===== src/rtl/bitty_pkg.sv =====
// Shared definitions for the bitty fetch path: FSM state encoding and parameter defaults.
package bitty_pkg;

    localparam int          ADDR_W_DEF  = 8;
    localparam logic [15:0] HALT_OP_DEF = 16'hFFFF;

    typedef enum logic [2:0] {
        IDLE,
        FETCH,
        ISSUE,
        WAIT,
        HALTED
    } state_t;

endpackage


===== src/rtl/imem.sv =====
// Instruction memory: 2^ADDR_W x 16 words, one synchronous write port, one synchronous read port.
// Contents are intentionally never reset so a program survives a core reset.
module imem import bitty_pkg::*; #(
    parameter int ADDR_W = ADDR_W_DEF
) (
    input  logic              clk,
    input  logic              wr_en,
    input  logic [ADDR_W-1:0] wr_addr,
    input  logic [15:0]       wr_data,
    input  logic              rd_en,
    input  logic [ADDR_W-1:0] rd_addr,
    output logic [15:0]       rd_data
);

    localparam int DEPTH = 1 << ADDR_W;

    logic [15:0] mem [DEPTH];

    // Write and registered read share the edge; the fetch FSM never overlaps them on one address.
    always_ff @(posedge clk) begin
        if (wr_en) begin
            mem[wr_addr] <= wr_data;
        end
        if (rd_en) begin
            rd_data <= mem[rd_addr];
        end
    end

endmodule


===== src/rtl/fetch_unit.sv =====
// Fetch unit: sequences instruction reads from imem, presents them to the core,
// follows branches reported on done, and stops on the halt opcode.
module fetch_unit import bitty_pkg::*; #(
    parameter int          ADDR_W  = ADDR_W_DEF,
    parameter logic [15:0] HALT_OP = HALT_OP_DEF
) (
    input  logic              clk,
    input  logic              reset,
    input  logic              start,
    input  logic              load_en,
    input  logic [ADDR_W-1:0] load_addr,
    input  logic [15:0]       load_data,
    input  logic              done,
    input  logic              branch_valid,
    input  logic [ADDR_W-1:0] branch_target,
    output logic [15:0]       instruction,
    output logic              inst_valid,
    output logic [ADDR_W-1:0] pc,
    output logic              busy,
    output logic              halted,
    output logic              load_err
);

    state_t      state;
    logic [15:0] instruction_q;
    logic [15:0] rd_data;
    logic        load_window;
    logic        mem_wr_en;
    logic        mem_rd_en;

    // Loads are only accepted while the FSM is parked, so no read can race a write.
    assign load_window = (state == IDLE) || (state == HALTED);
    assign mem_wr_en   = load_en && load_window;
    assign mem_rd_en   = (state == FETCH);

    imem #(.ADDR_W(ADDR_W)) u_imem (
        .clk     (clk),
        .wr_en   (mem_wr_en),
        .wr_addr (load_addr),
        .wr_data (load_data),
        .rd_en   (mem_rd_en),
        .rd_addr (pc),
        .rd_data (rd_data)
    );

    // In ISSUE the freshly read word is shown directly so inst_valid lands two cycles after start/done;
    // afterwards the captured copy keeps the word stable while the core works.
    assign instruction = (state == ISSUE) ? rd_data : instruction_q;
    assign inst_valid  = (state == ISSUE) && (rd_data != HALT_OP);
    assign busy        = (state == FETCH) || (state == ISSUE) || (state == WAIT);
    assign halted      = (state == HALTED);

    // Main FSM with pc, instruction capture and dropped-load reporting.
    always_ff @(posedge clk or negedge reset) begin
        if (!reset) begin
            state         <= IDLE;
            pc            <= '0;
            instruction_q <= 16'h0000;
            load_err      <= 1'b0;
        end else begin
            load_err <= load_en && !load_window;
            case (state)
                IDLE: begin
                    pc <= '0;
                    if (start && !load_en) begin
                        state <= FETCH;
                    end
                end
                FETCH: begin
                    state <= ISSUE;
                end
                ISSUE: begin
                    instruction_q <= rd_data;
                    state         <= (rd_data == HALT_OP) ? HALTED : WAIT;
                end
                WAIT: begin
                    if (done) begin
                        pc    <= branch_valid ? branch_target : pc + 1'b1;
                        state <= FETCH;
                    end
                end
                HALTED: begin
                    if (start && !load_en) begin
                        pc    <= '0;
                        state <= FETCH;
                    end
                end
                default: begin
                    state <= IDLE;
                end
            endcase
        end
    end

endmodule


===== config.mk =====
export PLATFORM = sky130hd
export DESIGN_NAME = fetch_unit
export DESIGN_NICKNAME = d
export VERILOG_FILES = /design/src/rtl/bitty_pkg.sv /design/src/rtl/imem.sv /design/src/rtl/fetch_unit.sv
export SDC_FILE = /design/constraint.sdc
export NUM_CORES = 2
export LEC_CHECK = 0
export BUFFER_PORTS_ARGS = -buffer_cell sky130_fd_sc_hd__buf_2
export CAP_MARGIN = 20
export CORE_ASPECT_RATIO = 0.75
export CORE_MARGIN = 2
export CORE_UTILIZATION = 35
export CTS_CLUSTER_SIZE = 12
export DETAILED_ROUTE_END_ITERATION = 7
export GPL_ROUTABILITY_DRIVEN = 0
export HOLD_SLACK_MARGIN = 0.12
export PLACE_DENSITY = 0.49
export SLEW_MARGIN = 20
export SYNTH_ARGS = -nofsm -noshare
export SYNTH_HDL_FRONTEND = slang
export SYNTH_SLANG_ARGS = --single-unit

===== constraint.sdc =====
create_clock -name clk -period 2.9 [get_ports clk]
set_input_delay 0.435 -clock clk [delete_from_list [all_inputs] [get_ports clk]]
set_output_delay 0.435 -clock clk [all_outputs]
set_load 0.05 [all_outputs]

==> impl_metrics.json <==
{
  "cts_buffer_depth": 4,
  "power_frac_comb": 0.368,
  "clock_skew_ps": 69.6,
  "worstPathArrival_ps": 4320,
  "worst_pin_slew_ps": 1090,
  "end_kind": "flop",
  "intPower_uw": 124000,
  "synth_edf_count": 4112,
  "grt_pass1_wl_um": 712000,
  "drc": 0,
  "synth_most_common_cell": "edfxtp_1",
  "ant_nets": 0,
  "wl_per_cell_um": 35.4,
  "multi_input_area_mm2": 0.0348,
  "period_needed_ps": 3560,
  "core_mm2": 0.457,
  "synth.avg_cell_area_um2": 22.3,
  "numPortBuffers": 65,
  "grt_max_degree": 114,
  "synth_top_cell_by_area": "edfxtp_1",
  "cts_buffers": 415,
  "netlist-cell-type-count": 74,
  "die_h_um": 590,
  "setup_slack_ps": -664,
  "fin_util": 0.431,
  "slew_headroom": 0.276,
  "critPathLaunchType": "flop",
  "finalSetupViolCount": 33,
  "syn-num-nets": 7207,
  "synth_seq_cells": 4140,
  "yosysWarnings": 0,
  "num_vias": 84213,
  "track_usage": 0.223,
  "drive_gt1_frac": 0.370,
  "power_density_mw_per_mm2": 939,
  "rsz0062_at_grt": "true",
  "place_hpwl_um": 334000,
  "finalSetupTns_ps": -10440,
  "syn_inst": 7168,
  "status": "finished with violations",
  "fin_nets": 8633,
  "fin_crit_sh": 1.23,
  "critPathRequiredTime_ps": 3660,
  "grt_pass1_vias": 82238,
  "sw_frac_of_total": 0.328,
  "hold_class": "input port to flop",
  "synth_top_area_frac": 0.771,
  "cts_sinks": 4140,
  "synthTopCellsByCount": "4112 x edfxtp_1, 957 x mux4_2, 370 x mux2i_1, 324 x nor2_1, 158 x a21oi_1",
  "clk_pin_slew_ps": 60,
  "syn2layout_area_growth_pct": 22.8,
  "antenna_found_initial": 42,
  "dieArea_mm2": 0.463,
  "synth_area_mm2": 0.160,
  "violations": "setup timing",
  "fillers": 39072,
  "p_sw_uw": 60600,
  "rows": 215,
  "synthMuxAreaShare": 0.163,
  "ys.flop_type": "edfxtp_1",
  "p_leak_uw": 0.0619,
  "maxCapViolCount": 0,
  "clock_latency_ps": 1040,
  "max-vdd-ir-drop_mv": 0.690,
  "start_util": 0.351,
  "synthArstFlopShare": 0.00676,
  "ios": 66,
  "p_seq_frac": 0.361,
  "wl_um": 528000,
  "h-tree-depth": 5,
  "ys_seq_area_frac": 0.775,
  "synth_area_leaders": "edfxtp_1 77%, mux4_2 13%, mux2i_1 2.3%, nor2_1 0.76%, a21oi_1 0.49%",
  "crit_type": "flop to flop",
  "grt-ovfl-total": 0,
  "drt_iter0_drc": 11272,
  "clkPwrFrac": 0.271,
  "synthAdderAreaFrac": 0.0000781,
  "routed_via_density": 5.64,
  "synth-simple-area-share": 0.0150,
  "synth_top_family_by_area": "multiplexers",
  "max_freq_mhz": 281,
  "critPathMaxFanout": 7,
  "slew_viol_final": 0,
  "die_w_um": 785,
  "synth-compound-area-share": 0.0278,
  "drt-pass1-iter-count": 7,
  "tritoncts": "built",
  "cts_root_buf": "clkbuf_16",
  "finalHoldViolations": 0,
  "synth-xor-area-share": 0,
  "regArea_mm2": 0.124
}
[layout make-up]
class | instances | share of cell area
Sequential cell | 4140 | 0.632
Inverter | 8 | 0.000242
Timing Repair Buffer | 1435 | 0.0907
Multi-Input combinational cell | 2594 | 0.177
Tap cell | 6076 | 0.0387
Clock inverter | 130 | 0.00631
Antenna cell | 14 | 0.000178
Clock buffer | 534 | 0.0556
[worst paths after layout]
kind | slack, ps | cells past startpoint | from | to
max | -660 | 10 | pc[0] | u_imem.rd_data[0]
min | 260 | 4 | load_addr[1] | u_imem.mem[171][0]
max reg2reg | -660 | 10 | pc[0] | u_imem.rd_data[0]
min reg2reg | 510 | 1 | instruction_q[15] | instruction_q[15]
max in group asynchronous | 1810 | 2 | reset | pc[1]
min in group asynchronous | 270 | 2 | reset | instruction_q[3]
[critical path, cell delays in order, from the launching register on]
cell and delay, ps:
dfrtp_4 460, buf_12 160, buf_16 170, buf_16 170
mux4_2 510, nor2b_4 140, a211oi_2 260, a21oi_2 100
mux4_2 650, o211ai_1 430, o31ai_1 160
[through the flow]
| stage | power, uW | area [um2] | cells | setup slack, ps | hold WS, ps |
|---|---|---|---|---|---|
| finish | 185000 | 197000 | 14931 | -664 | 255 |
| global route | 190000 | 197000 | 14920 | -656 | 206 |
| CTS | 182000 | 195000 | 14800 | -591 | 133 |
| detailed placement | 127000 | 179000 | 13996 | -1230 | 489 |
| global placement | 127000 | 179000 | 13995 | -1420 | 483 |
| floorplan | 98100 | 160000 | 7168 | -66.7 | 139 |
[cells by family after synthesis]
group	after synthesis
compound gates	644
fa+ha+maj	1
simple gates	576
mux	1373
buf+inv	434
flops	4140
[routing by layer]
metal	track usage	vias to the layer above	part of all wire
met2	0.334	4119	0.44
met4	0.0520	8	0.027
li1	-	33360	-
met5	0.000411	-	0.00011
met1	0.335	46115	0.44
met3	0.0450	611	0.092
[flip-flops by register name, indices dropped and copies added, names as in the netlist]
| signal | flops |
|---|---|
| state | 3 |
| pc | 8 |
| u_imem.rd_data | 16 |
| instruction_q | 16 |
| u_imem.mem | 4096 |
| load_err | 1 |
[power groups by stage]
stage | Clock, uW | Combinational, uW | Sequential (uW)
after floorplan | 0 | 30200 | 67900
after global placement | 0 | 58500 | 68000
after detailed placement | 0 | 58500 | 68000
after CTS | 51000 | 64300 | 66600
after global routing | 53200 | 69900 | 66600
final | 50000 | 67900 | 66700
[cells in the final DEF (no fill, tap or decap), types with 15 or more instances in the layout]
cell type and n:
clkbuf_16 431, o221ai_1 44, a211oi_1 19, nor2_1 113
nor2b_1 18, buf_6 63, o22ai_1 39, a222oi_1 16
clkbuf_1 111, nor2_2 203, a221oi_1 56, mux2i_1 361
o21ai_1 17, nand3_1 23, a21oi_2 16, buf_4 785
dfrtp_1 18, mux4_2 966, buf_12 405, nand2_1 125
o211ai_1 15, edfxtp_1 4112, buf_8 43, clkinv_2 24
buf_2 28, o21ai_0 71, a21o_1 17, dlygate4sd3_1 41
mux2_4 18, a21oi_1 137, a22oi_1 33, buf_16 47
a221oi_2 20, clkinv_1 68
[timing repair]
action | in CTS | in global routing
setup endpoints to repair | 38 | 92
pin swaps | 38 | 62
gates cloned | 25 | 14
setup buffers | 82 | 109
hold endpoints to repair | 1326 | 0
hold buffers | 41 | 0
resized for setup | 319 | 189
(Power assumes the default switching activity.)
